**config.mk**
```make
export PLATFORM = sky130hd
export DESIGN_NAME = branch_resolve_unit
export DESIGN_NICKNAME = d
export VERILOG_FILES = /design/src/rtl/branch_resolve_unit.sv
export SDC_FILE = /design/constraint.sdc
export NUM_CORES = 1
export LEC_CHECK = 0
export CORE_ASPECT_RATIO = 1.2
export CORE_MARGIN = 2
export CORE_UTILIZATION = 45
export CTS_CLUSTER_SIZE = 16
export DETAILED_ROUTE_END_ITERATION = 8
export GPL_TIMING_DRIVEN = 0
export PLACE_DENSITY = 0.81
export RECOVER_POWER = 25
export SETUP_SLACK_MARGIN = 0.3
export SLEW_MARGIN = 20
export SYNTH_ARGS = -nofsm -noshare
export SYNTH_HDL_FRONTEND = slang
export SYNTH_SLANG_ARGS = --single-unit
```
**constraint.sdc**
```tcl
create_clock -name clk -period 7.1 [get_ports clk]
set_clock_uncertainty 0.1 [all_clocks]
set_input_delay 1.065 -clock clk [delete_from_list [all_inputs] [get_ports clk]]
set_output_delay 1.065 -clock clk [all_outputs]
set_load 0.01 [all_outputs]
```
**src/rtl/branch_resolve_unit.sv**
```systemverilog
// Branch condition handler between the ALU and the PC/IF stage.
// Keeps the architectural Z/N/C/V flags, forwards a same-cycle flag write into
// the branch decision, holds a branch while a flag producer is still in flight,
// and turns a taken branch into a PC-load pulse plus a multi-cycle flush.
//
// state      | meaning
// -----------+-------------------------------------------------------------
// S_IDLE     | ready for a branch request (br_ready=1)
// S_WAIT     | branch latched, flags not final yet; upstream stalled
// S_RESOLVE  | one-cycle outcome: pc_load/flush/link_we for a taken branch
// S_FLUSH    | remaining flush cycles after RESOLVE for long flushes
`timescale 1ns/1ps

module branch_resolve_unit #(
    parameter int ADDR_W       = 32,
    parameter int FLUSH_CYCLES = 1,
    parameter int LINK_OFFSET  = 4,
    parameter int CNT_W        = 16
) (
    input  logic              clk,
    input  logic              reset,
    input  logic              flag_we,
    input  logic [3:0]        flag_in,
    input  logic              flags_busy,
    input  logic              br_valid,
    output logic              br_ready,
    input  logic [2:0]        br_cond,
    input  logic              br_link,
    input  logic [ADDR_W-1:0] br_pc,
    input  logic [ADDR_W-1:0] br_target,
    output logic              stall,
    output logic              pc_load,
    output logic [ADDR_W-1:0] pc_target,
    output logic              flush,
    output logic              link_we,
    output logic [ADDR_W-1:0] link_addr,
    output logic [3:0]        flags_q,
    output logic [CNT_W-1:0]  branch_cnt,
    output logic [CNT_W-1:0]  taken_cnt
);

    // Flush down-counter only needs to hold FLUSH_CYCLES-2.
    localparam int FCW = (FLUSH_CYCLES > 1) ? $clog2(FLUSH_CYCLES) : 1;

    typedef enum logic [1:0] {
        S_IDLE    = 2'd0,
        S_WAIT    = 2'd1,
        S_RESOLVE = 2'd2,
        S_FLUSH   = 2'd3
    } state_t;

    state_t            state_q;
    logic [3:0]        arch_flags_q;
    logic [2:0]        cond_q;
    logic              link_q;
    logic              taken_q;
    logic [FCW-1:0]    flush_cnt_q;
    logic              br_ready_q;
    logic              stall_q;
    logic              pc_load_q;
    logic              flush_q;
    logic              link_we_q;
    logic [ADDR_W-1:0] pc_target_q;
    logic [ADDR_W-1:0] link_addr_q;
    logic [CNT_W-1:0]  branch_cnt_q;
    logic [CNT_W-1:0]  taken_cnt_q;

    logic [3:0]        eff_flags_d;
    logic [2:0]        cond_d;
    logic              link_d;
    logic              taken_d;
    logic              resolve_d;

    // Z = F[3], N = F[2]; C and V ride along but never gate a branch.
    function automatic logic cond_true(input logic [2:0] cond, input logic [3:0] f);
        logic z;
        logic n;
        z = f[3];
        n = f[2];
        case (cond)
            3'b000:  cond_true = 1'b1;
            3'b001:  cond_true = z;
            3'b010:  cond_true = z | ~n;
            3'b011:  cond_true = ~z & ~n;
            3'b100:  cond_true = z | n;
            3'b101:  cond_true = ~z & n;
            3'b110:  cond_true = ~z;
            default: cond_true = 1'b0;
        endcase
    endfunction

    // Branch decision: fresh request fields in IDLE, latched ones while waiting.
    always_comb begin
        eff_flags_d = flag_we ? flag_in : arch_flags_q;
        cond_d      = (state_q == S_IDLE) ? br_cond : cond_q;
        link_d      = (state_q == S_IDLE) ? br_link : link_q;
        taken_d     = cond_true(cond_d, eff_flags_d);
        resolve_d   = 1'b0;
        if (!flags_busy) begin
            if (state_q == S_IDLE && br_valid) resolve_d = 1'b1;
            if (state_q == S_WAIT)             resolve_d = 1'b1;
        end
    end

    // Sequencer, flag register, registered outputs and saturating statistics.
    always_ff @(posedge clk or posedge reset) begin
        if (reset) begin
            state_q      <= S_IDLE;
            arch_flags_q <= 4'b0000;
            cond_q       <= 3'b000;
            link_q       <= 1'b0;
            taken_q      <= 1'b0;
            flush_cnt_q  <= '0;
            br_ready_q   <= 1'b1;
            stall_q      <= 1'b0;
            pc_load_q    <= 1'b0;
            flush_q      <= 1'b0;
            link_we_q    <= 1'b0;
            pc_target_q  <= '0;
            link_addr_q  <= '0;
            branch_cnt_q <= '0;
            taken_cnt_q  <= '0;
        end else begin
            if (flag_we) arch_flags_q <= flag_in;

            // Pulses default low; only the resolve step raises them.
            pc_load_q <= 1'b0;
            link_we_q <= 1'b0;

            if (state_q == S_IDLE && br_valid) begin
                cond_q      <= br_cond;
                link_q      <= br_link;
                pc_target_q <= br_target;
                link_addr_q <= br_pc + ADDR_W'(LINK_OFFSET);
                br_ready_q  <= 1'b0;
            end

            if (resolve_d) begin
                state_q      <= S_RESOLVE;
                stall_q      <= 1'b0;
                br_ready_q   <= 1'b0;
                taken_q      <= taken_d;
                pc_load_q    <= taken_d;
                flush_q      <= taken_d;
                link_we_q    <= taken_d & link_d;
                if (branch_cnt_q != {CNT_W{1'b1}})
                    branch_cnt_q <= branch_cnt_q + CNT_W'(1);
                if (taken_d && taken_cnt_q != {CNT_W{1'b1}})
                    taken_cnt_q <= taken_cnt_q + CNT_W'(1);
            end else begin
                case (state_q)
                    S_IDLE: begin
                        if (br_valid) begin
                            state_q <= S_WAIT;
                            stall_q <= 1'b1;
                        end
                    end
                    S_WAIT: begin
                        stall_q <= 1'b1;
                    end
                    S_RESOLVE: begin
                        if (taken_q && FLUSH_CYCLES > 1) begin
                            state_q     <= S_FLUSH;
                            flush_q     <= 1'b1;
                            flush_cnt_q <= FCW'(FLUSH_CYCLES - 2);
                        end else begin
                            state_q    <= S_IDLE;
                            flush_q    <= 1'b0;
                            br_ready_q <= 1'b1;
                        end
                    end
                    S_FLUSH: begin
                        if (flush_cnt_q == '0) begin
                            state_q    <= S_IDLE;
                            flush_q    <= 1'b0;
                            br_ready_q <= 1'b1;
                        end else begin
                            flush_cnt_q <= flush_cnt_q - FCW'(1);
                        end
                    end
                    default: begin
                        state_q    <= S_IDLE;
                        flush_q    <= 1'b0;
                        stall_q    <= 1'b0;
                        br_ready_q <= 1'b1;
                    end
                endcase
            end
        end
    end

    assign br_ready   = br_ready_q;
    assign stall      = stall_q;
    assign pc_load    = pc_load_q;
    assign pc_target  = pc_target_q;
    assign flush      = flush_q;
    assign link_we    = link_we_q;
    assign link_addr  = link_addr_q;
    assign flags_q    = arch_flags_q;
    assign branch_cnt = branch_cnt_q;
    assign taken_cnt  = taken_cnt_q;

endmodule

```
-- Yosys cells after proc, flatten, opt, wreduce, memory -nomap -nowiden
Cells that the tools add are included.
Widths: inputs -> output; s select.
- multipliers: 0
- shifts and indexed selects: 0
- add/sub/neg operators: 4
- equality and inequality tests: 13
- reduce and logical (&&, ||, !) cells: 13
- div/mod/pow operators: 0
- multiplexer cells: 24
- $lt $le $gt $ge: 0
- bitwise operators: 8
- operators by type and width (cell ; count):
    $add 16x1->16 const B ; 2
    $add 32x3->32 const B ; 1
    $ne 16x16->1 const B ; 2
    $mux 1 ; 14
    $reduce_and 2->1 ; 5
    $eq 3x3->1 const B ; 3
    $pmux 1 s7 ; 1
    $eq 3x2->1 const B ; 2
    $mux 2 ; 3
    $ne 3x3->1 const B ; 2
    $pmux 1 s2 ; 3
    $pmux 2 s3 ; 1
    $reduce_bool 3->1 ; 2
    $eq 2x2->1 const B ; 2
    $mux 4 ; 1
    $reduce_bool 4->1 ; 1
    $and 1x1->1 ; 3
    $eq 3x1->1 const B ; 1
    $logic_not 3->1 ; 1
    $mux 3 ; 1
    $not 1->1 ; 3
    $reduce_and 3->1 ; 1
    $eq 2x1->1 const B ; 1
    $logic_and 1x1->1 ; 2
    3 further kinds ; 4
- output and inout bits: 105
- register bits after elaboration: 112
- input port bits: 77
- bits in latches: 0
- memory bits (read-only): 0
- memories: 0
- memory bits (writable): 0

-- Longest topological paths before layout
Gate-level depths: netlist (run 1).
- word-level depth: 7
- depth in mapped cells: 9

-- Worst setup path before layout (run 1)
OpenSTA, ideal clock, no wires.
- path kind: input to register
- from: input br_cond[2]
- to: register taken_cnt_q[1] (netlist: taken_cnt[1])
- stages on the path: 7
- setup slack: 4033 ps
- arrival time: 2839 ps
- setup time: 128 ps
- cells stage by stage: or4_4 o31a_1 mux2_2 a211o_1 buf_6 nor2_1 mux2_1
- cells in the longest elaborated chain, start to end: 5
- elaborated cells on any way between the ends: 11
- classes of those cells: eq/ne (6); mux (2); reduce/logical (3)
- ends and longest elaborated chain (element ; line ; RTL):
    start: declaration ; 27 ; input logic [2:0] br_cond,
    $mux 3 (*) ; 95 ; cond_d = (state_q == S_IDLE) ? br_cond : cond_q;
    $eq 3x3->1 (tied with other cells) ; 80 ; case (cond)
    $pmux 1 s7 (*) ; 80 ;
    $logic_and 1x1->1 (*) ; 148 ; if (taken_d && taken_cnt_q != {CNT_W{1'b1}})
    $reduce_and 2->1 (no source line) (*) ; n/a ;
    end signal: assignment ; 149 ; taken_cnt_q <= taken_cnt_q + CNT_W'(1);
    end: declaration ; 66 ; logic [CNT_W-1:0] taken_cnt_q;
Every way passes the cells marked *; elsewhere a longest branch is shown, timed or not.
A chain may end at the register's enable or synchronous reset.

-- Worst setup path in the final report (run 1)
Ends and elaborated chain as after synthesis.

==> results.py, run 1 <==
metrics = {
    "status": {
        "status": "finished with violations",
        "violations": "capacitance limit, slew limit",
    },
    "job": {
        "drv_cap": 1,
    },
    "synthesis": {
        "synth.distinct_cells": 45,
        "synth-edff-count": 0,
        "syn_inst": 513,
        "synth-main-ff-cell": "dfrtp_1",
        "syn-num-nets": 593,
        "synth_top_area_cell": "dfrtp_1",
        "async_flop_share_pct": 100,
        "yosysWarnings": 0,
        "ys_seq_elements": 111,
        "synthesis.area_mm2": 0.00502,
        "ys_seq_area_share_pct": 55.3,
        "synth.most_common_cell": "nand2_1",
        "synth_top_cell_area_share_pct": 54.8,
        "ys_top_cells_by_count": "171 x nand2_1, 110 x dfrtp_1, 37 x xor2_1",
        "syn_area_per_cell_um2": 9.79,
        "synthTopCellsByArea": "dfrtp_1 55%, nand2_1 13%, xor2_1 6.5%, xnor2_1 3.5%, o21ai_0 3.1%",
    },
    "floorplan": {
        "die_area_mm2": 0.0120,
        "num_rows": 42,
        "core_mm2": 0.0110,
        "die_x_um": 100,
        "chipHeight_um": 120,
        "start_util_pct": 45.7,
        "ios": 182,
    },
    "worst_setup_path": {
        "cp_top_family": "simple AND/OR/NAND/NOR gates",
        "critPathKind": "input pin to flop",
        "crit_path_cell_trace": "clkdlybuf4s50_1, or4_4, o31a_1, mux2_2, a211o_1, buf_6, nor2_1, mux2_1",
        "crit_buf_inv": 2,
        "rr_worst_depth": 7,
        "required_ns": 7.23,
        "worstSetupStartpointType": "input pin",
        "worstReg2RegStart": "state_q[1]",
        "slowest_stage": "or4_4",
        "r2r_slack_ns": 4.46,
        "cpPeakStageDelay_ns": 0.56,
        "path_max_fanout": 9,
        "rr_endpoint": "taken_cnt[1]",
        "arrival_ns": 3.43,
        "end_kind": "flop",
    },
    "sta": {
        "finalSetupViolations": 0,
        "fmax_mhz": 302,
        "finalMaxSlewViolations": 45,
        "whs_ns": 0.374,
        "tns_ns": 0,
        "slew_headroom_pct": -38.0,
        "tightest_slew_ns": 2.06,
        "rsz0062_at_grt": "no",
        "worst_slack_ns": 3.79,
        "timing.final.crit_share_pct": 46.6,
        "hold_violations": 0,
        "min_period_ns": 3.31,
    },
    "cells_and_area": {
        "stdcell_area_mm2": 0.00736,
        "area_growth_pct": 46.6,
        "drive_gt1_share_pct": 5.91,
        "utilization_pct": 67.0,
        "nNetsFinal": 786,
        "instances_no_fill": 843,
        "diodes": 0,
    },
    "detailed_routing": {
        "drc_errors": 0,
        "num_vias": 4349,
        "first_pass_iters": 4,
        "ant_nets": 0,
        "wl_per_cell_um": 15.6,
        "wirelength_um": 13200,
        "via_per_inst": 5.16,
        "drt_iter0_drc": 132,
    },
    "cts": {
        "postCtsSetupRepairBufs": 0,
        "numCtsBuffers": 9,
        "cts_hold_buf": 0,
        "ctsResizeCount": 0,
        "cts_buffer_depth": 2,
        "clock-sinks": 111,
        "cts_tree": "built",
        "htreeDepth": 3,
        "clk_pin_slew_ns": 0.07,
        "clock-root-buffer": "clkbuf_16",
        "insertion_delay_ns": 0.34,
    },
    "place": {
        "dp_hpwl_um": 9950,
        "placed_area_mm2": 0.00703,
        "gp_congestion": 0.893,
        "port_buffers": 181,
        "place_ws_ns": 3.44,
        "dp_cells": 827,
    },
    "grt": {
        "track_usage_pct": 22.2,
        "grt_max_degree": 68,
        "grt_pass1_vias": 4439,
        "grt_pass1_wl_um": 21200,
        "antenna_found_initial": 0,
        "grt_overflow_total": 0,
    },
    "pwr": {
        "max-vdd-ir-drop_mv": 0.152,
        "power_mw": 1.90,
        "power_density_mw_per_mm2": 257,
        "p_leak_nw": 3.28,
    },
    "worst_hold_path": {
        "holdPathStages": 2,
        "holdCritStartpoint": "pc_target[28]",
        "hold_class": "flop to flop",
        "holdPathEnd": "pc_target[28]",
    },
}
sequential cells by signal (all words and copies together), names as in the netlist, 2 cells and up:
signal / count
link_addr: 32
pc_target: 32
branch_cnt: 16
taken_cnt: 16
flags_q: 4
cond_q: 3
state_q: 2
final cells by class:
type / count / area [um2]
sequential: 111 / 2780
buffer: 17 / 78.8
multi-input combinational: 379 / 2140
clock buffer: 11 / 253
inverter: 6 / 23.8
clock inverter: 5 / 80.1
tap: 132 / 165
fill: 891 / 3620
timing repair buffer: 182 / 1840
worst max-delay path by stage:
stage / from / end / slack [ns] / cells after the start
5_1_grt: br_cond[2] / taken_cnt[1] / 3.68 / 8
2_1_floorplan: reset / branch_cnt[0] / 3.01 / 1
3_5_place_dp: br_cond[2] / taken_cnt[1] / 3.44 / 8
4_1_cts: br_cond[2] / taken_cnt[1] / 3.80 / 8
6_report: br_cond[2] / taken_cnt[1] / 3.79 / 8
3_3_place_gp: reset / branch_cnt[1] / 1.52 / 2
per-layer routing:
metal  share of wire, %  vias to the layer above  track usage [%]
met5                  0                        -                0
met4                3.6                        0             10.6
met2                 51                      130             38.2
met1                 41                     2101             26.8
li1                   -                     2090                -
met3                4.4                       28             3.73
worst reg2reg max path: cells and delay by family (launching register included):
family,cells,cell delay (ns)
AOI/OAI and AO/OA,1,0.30
buffers and inverters,1,0.15
DFF,1,0.45
muxes,3,1.02
and+or+nand+nor,2,0.51
power by group:
part	total, mW	internal (mW)	switching, mW
clock	0.555	0.328	0.227
sequential	0.831	0.741	0.0898
combinational	0.509	0.285	0.224
cells by family after synthesis:
| kind of cell | count (synthesis) | share of synthesized area [%] |
|---|---|---|
| and+or+nand+nor | 264 | 24.8 |
| xor gates and xnor gates | 57 | 9.94 |
| DFF | 111 | 55.3 |
| AOI/OAI and AO/OA | 46 | 5.23 |
| adders and majority gates | 3 | 0.747 |
| muxes | 9 | 1.97 |
| buffers and inverters | 23 | 2.02 |
layout by cell type (no fill, tap or decap), types with 3 or more instances in the layout:
master           instances
a21oi_1                  4
and2_1                   4
and3_1                   9
and4_1                   8
clkbuf_1                14
clkbuf_16                9
clkdlybuf4s50_1        178
dfrtp_1                110
dlygate4sd3_1            3
ha_1                     3
inv_1                    4
mux2_2                   5
nand2_1                171
nand3_1                 17
nand4_1                 14
nor2_1                  14
nor3_1                   5
nor3_2                   7
o21ai_0                 31
xnor2_1                 20
xor2_1                  37
Power figures use the tool's default switching activity.
==> inputs of run 2 (changes only) <==
Clock period 7.1 ns to 3.1 ns, I/O delays scaled along.
==> results.py, run 2 (same netlist as run 1, synthesis figures left out) <==
metrics = {
    "place": {
        "dp_hpwl_um": 10100,
        "port_buffers": 181,
        "gp_congestion": 0.842,
        "placed_area_mm2": 0.00706,
    },
    "detailed_routing": {
        "first_pass_iters": 4,
        "num_vias": 4331,
        "wl_per_cell_um": 15.2,
        "drc_errors": 0,
        "ant_nets": 0,
        "drt_iter0_drc": 147,
        "via_per_inst": 5.13,
        "wirelength_um": 12800,
    },
    "grt": {
        "grt_max_degree": 37,
        "grt_overflow_total": 0,
        "grt_pass1_wl_um": 20700,
        "antenna_found_initial": 0,
        "track_usage_pct": 21.7,
        "grt_pass1_vias": 4370,
    },
    "worst_setup_path": {
        "cp_top_family": "simple AND/OR/NAND/NOR gates",
        "end_kind": "flop",
        "slowest_stage": "or4_4",
        "path_max_fanout": 9,
        "crit_path_cell_trace": "clkdlybuf4s50_1, or4_4, o31a_1, mux2_2, a211o_1, buf_6, nor2_1, mux2_1",
        "crit_buf_inv": 2,
        "cpPeakStageDelay_ns": 0.56,
        "worstSetupStartpointType": "input pin",
        "r2r_slack_ns": 0.52,
        "worstReg2RegStart": "state_q[1]",
        "critPathKind": "input pin to flop",
        "critPathLaunch": "br_cond[2]",
        "arrival_ns": 2.84,
        "required_ns": 3.22,
    },
    "cts": {
        "insertion_delay_ns": 0.33,
        "postCtsSetupRepairBufs": 0,
        "htreeDepth": 3,
        "cts_tree": "built",
        "clock-sinks": 111,
        "clk_pin_slew_ns": 0.07,
        "ctsResizeCount": 0,
        "clock-root-buffer": "clkbuf_16",
        "cts_buffer_depth": 2,
        "cts_hold_buf": 0,
        "numCtsBuffers": 9,
    },
    "floorplan": {
        "chipHeight_um": 120,
        "num_rows": 42,
        "ios": 182,
        "core_mm2": 0.0110,
        "start_util_pct": 45.7,
        "die_x_um": 100,
        "die_area_mm2": 0.0120,
    },
    "sta": {
        "slew_headroom_pct": 36.0,
        "rsz0062_at_grt": "no",
        "min_period_ns": 2.72,
        "timing.final.crit_share_pct": 87.7,
        "tns_ns": 0,
        "hold_violations": 0,
        "finalMaxSlewViolations": 0,
        "fmax_mhz": 368,
        "finalSetupViolations": 0,
        "tightest_slew_ns": 0.955,
    },
    "cells_and_area": {
        "stdcell_area_mm2": 0.00733,
        "diodes": 0,
        "layout_common_cells": "178 x clkdlybuf4s50_1, 171 x nand2_1, 110 x dfrtp_1, 37 x xor2_1, 31 x o21ai_0",
        "area_growth_pct": 46.0,
        "drive_gt1_share_pct": 6.17,
        "nNetsFinal": 788,
        "final_common_cell": "clkdlybuf4s50_1",
    },
    "pwr": {
        "power_density_mw_per_mm2": 567,
        "max-vdd-ir-drop_mv": 0.460,
        "p_leak_nw": 3.26,
    },
    "worst_hold_path": {
        "hold_class": "flop to flop",
        "holdCritStartpoint": "taken_cnt[10]",
    },
    "status": {
        "status": "finished clean",
    },
    "job": {
        "drv_cap": 0,
    },
}
[run 2: metrics by stage]
| step | std cells | worst slack (ns) | hold slack, ns | power [mW] | utilization (%) |
|---|---|---|---|---|---|
| 6_report | 845 | 0.382 | 0.376 | 4.16 | 66.7 |
| 4_1_cts | 845 | 0.391 | 0.378 | 4.20 | 66.9 |
| 3_5_place_dp | 829 | 0.0361 | 0.361 | 3.11 | 64.3 |
| 3_3_place_gp | 826 | 0.0663 | 0.357 | 3.05 | 63.8 |
| 5_1_grt | 845 | 0.308 | 0.399 | 4.38 | 66.7 |
| 2_1_floorplan | 513 | 0.633 | 0.339 | 2.36 | - |
[run 2: power by group]
group          internal (mW)  switching (mW)
combinational          0.654           0.513
clock                  0.587           0.505
sequential              1.70           0.202
[run 2: path summary, 6_finish.rpt]
path	cells after the start	end
hold / removal	1	taken_cnt[10]
max in group asynchronous	4	pc_target[30]
hold reg to reg	1	taken_cnt[10]
setup / recovery	8	taken_cnt[1]
min in group asynchronous	2	link_addr[21]
setup reg to reg	7	taken_cnt[1]
[run 2: area by class of cell]
type	instances	area [um2]
Buffer	17	78.8
Clock inverter	5	32.5
Fill cell	890	3650
Timing Repair Buffer	184	1860
Tap cell	132	165
Inverter	6	23.8
Multi-Input combinational cell	379	2140
Sequential cell	111	2780
Clock buffer	11	253
[run 2: routing by layer]
layer	routed length, um	GRT usage [%]	share of wire (%)	up-vias
met3	682	4.25	5.3	28
met4	386	8.65	3.0	0
li1	-	-	-	2093
met5	0	0	0	-
met2	6650	38.1	52	149
met1	5130	25.8	40	2061
==> inputs of run 3 (changes only) <==
Settings changed: CTS_CLUSTER_SIZE 16 to 30, TNS_END_PERCENT set to 10.
Clock period 3.1 ns to 2.55 ns, I/O delays scaled along.
==> results.py, run 3 (same netlist as run 1, synthesis figures left out) <==
metrics = {
    "status": {
        "status": "finished clean",
    },
    "floorplan": {
        "die_x_um": 100,
        "start_util_pct": 45.7,
        "die_area_mm2": 0.0120,
        "core_mm2": 0.0110,
        "ios": 182,
        "num_rows": 42,
        "chipHeight_um": 120,
    },
    "detailed_routing": {
        "wirelength_um": 13100,
        "wl_per_cell_um": 15.3,
        "drc_errors": 0,
        "ant_nets": 0,
        "drt_iter0_drc": 128,
        "via_per_inst": 5.14,
        "first_pass_iters": 5,
        "num_vias": 4404,
    },
    "pwr": {
        "power_density_mw_per_mm2": 677,
        "power_mw": 5.11,
        "p_leak_nw": 3.38,
        "max-vdd-ir-drop_mv": 0.559,
    },
    "place": {
        "dp_hpwl_um": 10100,
        "gp_congestion": 0.842,
        "port_buffers": 181,
        "placed_area_mm2": 0.00706,
    },
    "worst_setup_path": {
        "rr_worst_depth": 9,
        "critPathKind": "flop to flop",
        "end_kind": "flop",
        "cp_common_cell": "buf_6",
        "required_ns": 2.71,
        "arrival_ns": 2.59,
        "cpPeakStageDelay_ns": 0.50,
        "worstSetupStartpointType": "flop",
        "crit_path_cell_trace": "or4_4, o31a_1, mux2_4, a211o_1, buf_6, buf_6, inv_2, and4b_1, xor2_1",
        "slowest_stage": "or4_4",
        "path_max_fanout": 4,
    },
    "sta": {
        "min_period_ns": 2.43,
        "finalMaxSlewViolations": 0,
        "timing.final.crit_share_pct": 95.4,
        "fmax_mhz": 411,
        "tightest_slew_ns": 0.890,
        "slew_headroom_pct": 40.4,
        "rsz0062_at_grt": "yes",
        "finalSetupViolations": 0,
        "hold_violations": 0,
    },
    "cells_and_area": {
        "fill_cells": 866,
        "multiInputGateArea_mm2": 0.00224,
        "area_growth_pct": 50.2,
        "nNetsFinal": 799,
        "drive_gt1_share_pct": 8.56,
        "regArea_mm2": 0.00278,
        "layout_common_cells": "176 x clkdlybuf4s50_1, 171 x nand2_1, 108 x dfrtp_1, 37 x xor2_1, 30 x o21ai_0",
        "final_common_cell": "clkdlybuf4s50_1",
        "stdcell_area_mm2": 0.00754,
        "diodes": 0,
    },
    "cts": {
        "clk_pin_slew_ns": 0.07,
        "insertion_delay_ns": 0.33,
        "cts_tree": "built",
        "numCtsBuffers": 9,
        "cts_hold_buf": 0,
        "htreeDepth": 3,
        "clock-sinks": 111,
        "cts_buffer_depth": 2,
        "clock-root-buffer": "clkbuf_16",
    },
    "job": {
        "drv_cap": 0,
    },
    "grt": {
        "track_usage_pct": 22.4,
        "grt_pass1_wl_um": 21400,
        "grt_overflow_total": 0,
        "antenna_found_initial": 0,
        "grt_max_degree": 37,
        "grt_pass1_vias": 4453,
    },
    "worst_hold_path": {
        "holdPathStages": 3,
        "hold_class": "input pin to flop",
    },
}
-- run 3: cell types whose count changed in the layout (fill, tap and decap cells not counted), moves of 2 or more --
cell	before	now
nor4_4	0	2
nor2_4	0	3
nor3_2	7	2
buf_4	0	8
dfrtp_2	0	2
nor3_4	0	6
clkdlybuf4s50_1	178	176
dfrtp_1	110	108
nor2_1	14	12
dlygate4sd2_1	0	3
-- run 3: critical path: cells and delay by family (launching register included) --
kind / cells / cell delay, ns
buffers and inverters: 3 / 0.29
muxes: 1 / 0.26
DFF: 1 / 0.44
xor gates and xnor gates: 1 / 0.15
and+or+nand+nor: 2 / 0.69
AOI/OAI and AO/OA: 2 / 0.42
-- run 3: cell type report --
| cell class | instances | share of cell area (%) |
|---|---|---|
| sequential | 111 | 36.9 |
| multi-input combinational | 379 | 29.6 |
| timing repair buffer | 195 | 26.0 |
| clock buffer | 11 | 3.35 |
| tap | 132 | 2.19 |
| buffer | 17 | 1.16 |
| clock inverter | 5 | 0.431 |
| inverter | 6 | 0.315 |
-- run 3: final timing paths --
| path | start | end | slack (ns) |
|---|---|---|---|
| worst max-delay path | state_q[0] | taken_cnt[14] | 0.12 |
| worst min-delay path | br_cond[0] | cond_q[0] | 0.34 |
| worst max register to register | state_q[0] | taken_cnt[14] | 0.12 |
| worst min register to register | taken_cnt[10] | taken_cnt[10] | 0.38 |
| max in group asynchronous | reset | br_ready | 0.45 |
| min in group asynchronous | reset | link_addr[21] | 0.53 |
-- run 3: timing repair --
item	in CTS	in global routing
gates cloned	2	0
buffers inserted	7	2
endpoints found under the setup margin	21	28
gates resized for setup	28	3
pin swaps	11	1
-- run 3: stage by stage --
stage / TNS, ns / cells / hold WS (ns) / utilization (%) / worst slack, ns
after floorplan: 0 / 513 / 0.339 / - / 0.138
after global placement: -36.78 / 826 / 0.357 / 63.8 / -0.401
after detailed placement: -6.15 / 829 / 0.361 / 64.3 / -0.431
after CTS: 0 / 854 / 0.308 / 68.6 / 0.131
after global routing: 0 / 856 / 0.377 / 68.7 / 0.0273
final: 0 / 856 / 0.344 / 68.7 / 0.117
-- run 3: where the power goes --
| group | internal [mW] | leakage, nW | total (mW) | switching, mW |
|---|---|---|---|---|
| logic | 0.827 | 1.86 | 1.47 | 0.644 |
| registers | 2.06 | 1.39 | 2.32 | 0.252 |
| clock network | 0.713 | 0.134 | 1.32 | 0.605 |
-- run 3: layer usage --
metal | up-vias | GRT usage (%) | part of all wire (%)
li1 | 2119 | - | -
met1 | 2133 | 27.0 | 40
met2 | 127 | 39.5 | 53
met3 | 25 | 4.25 | 4.8
met4 | 0 | 8.48 | 2.8
met5 | - | 0 | 0
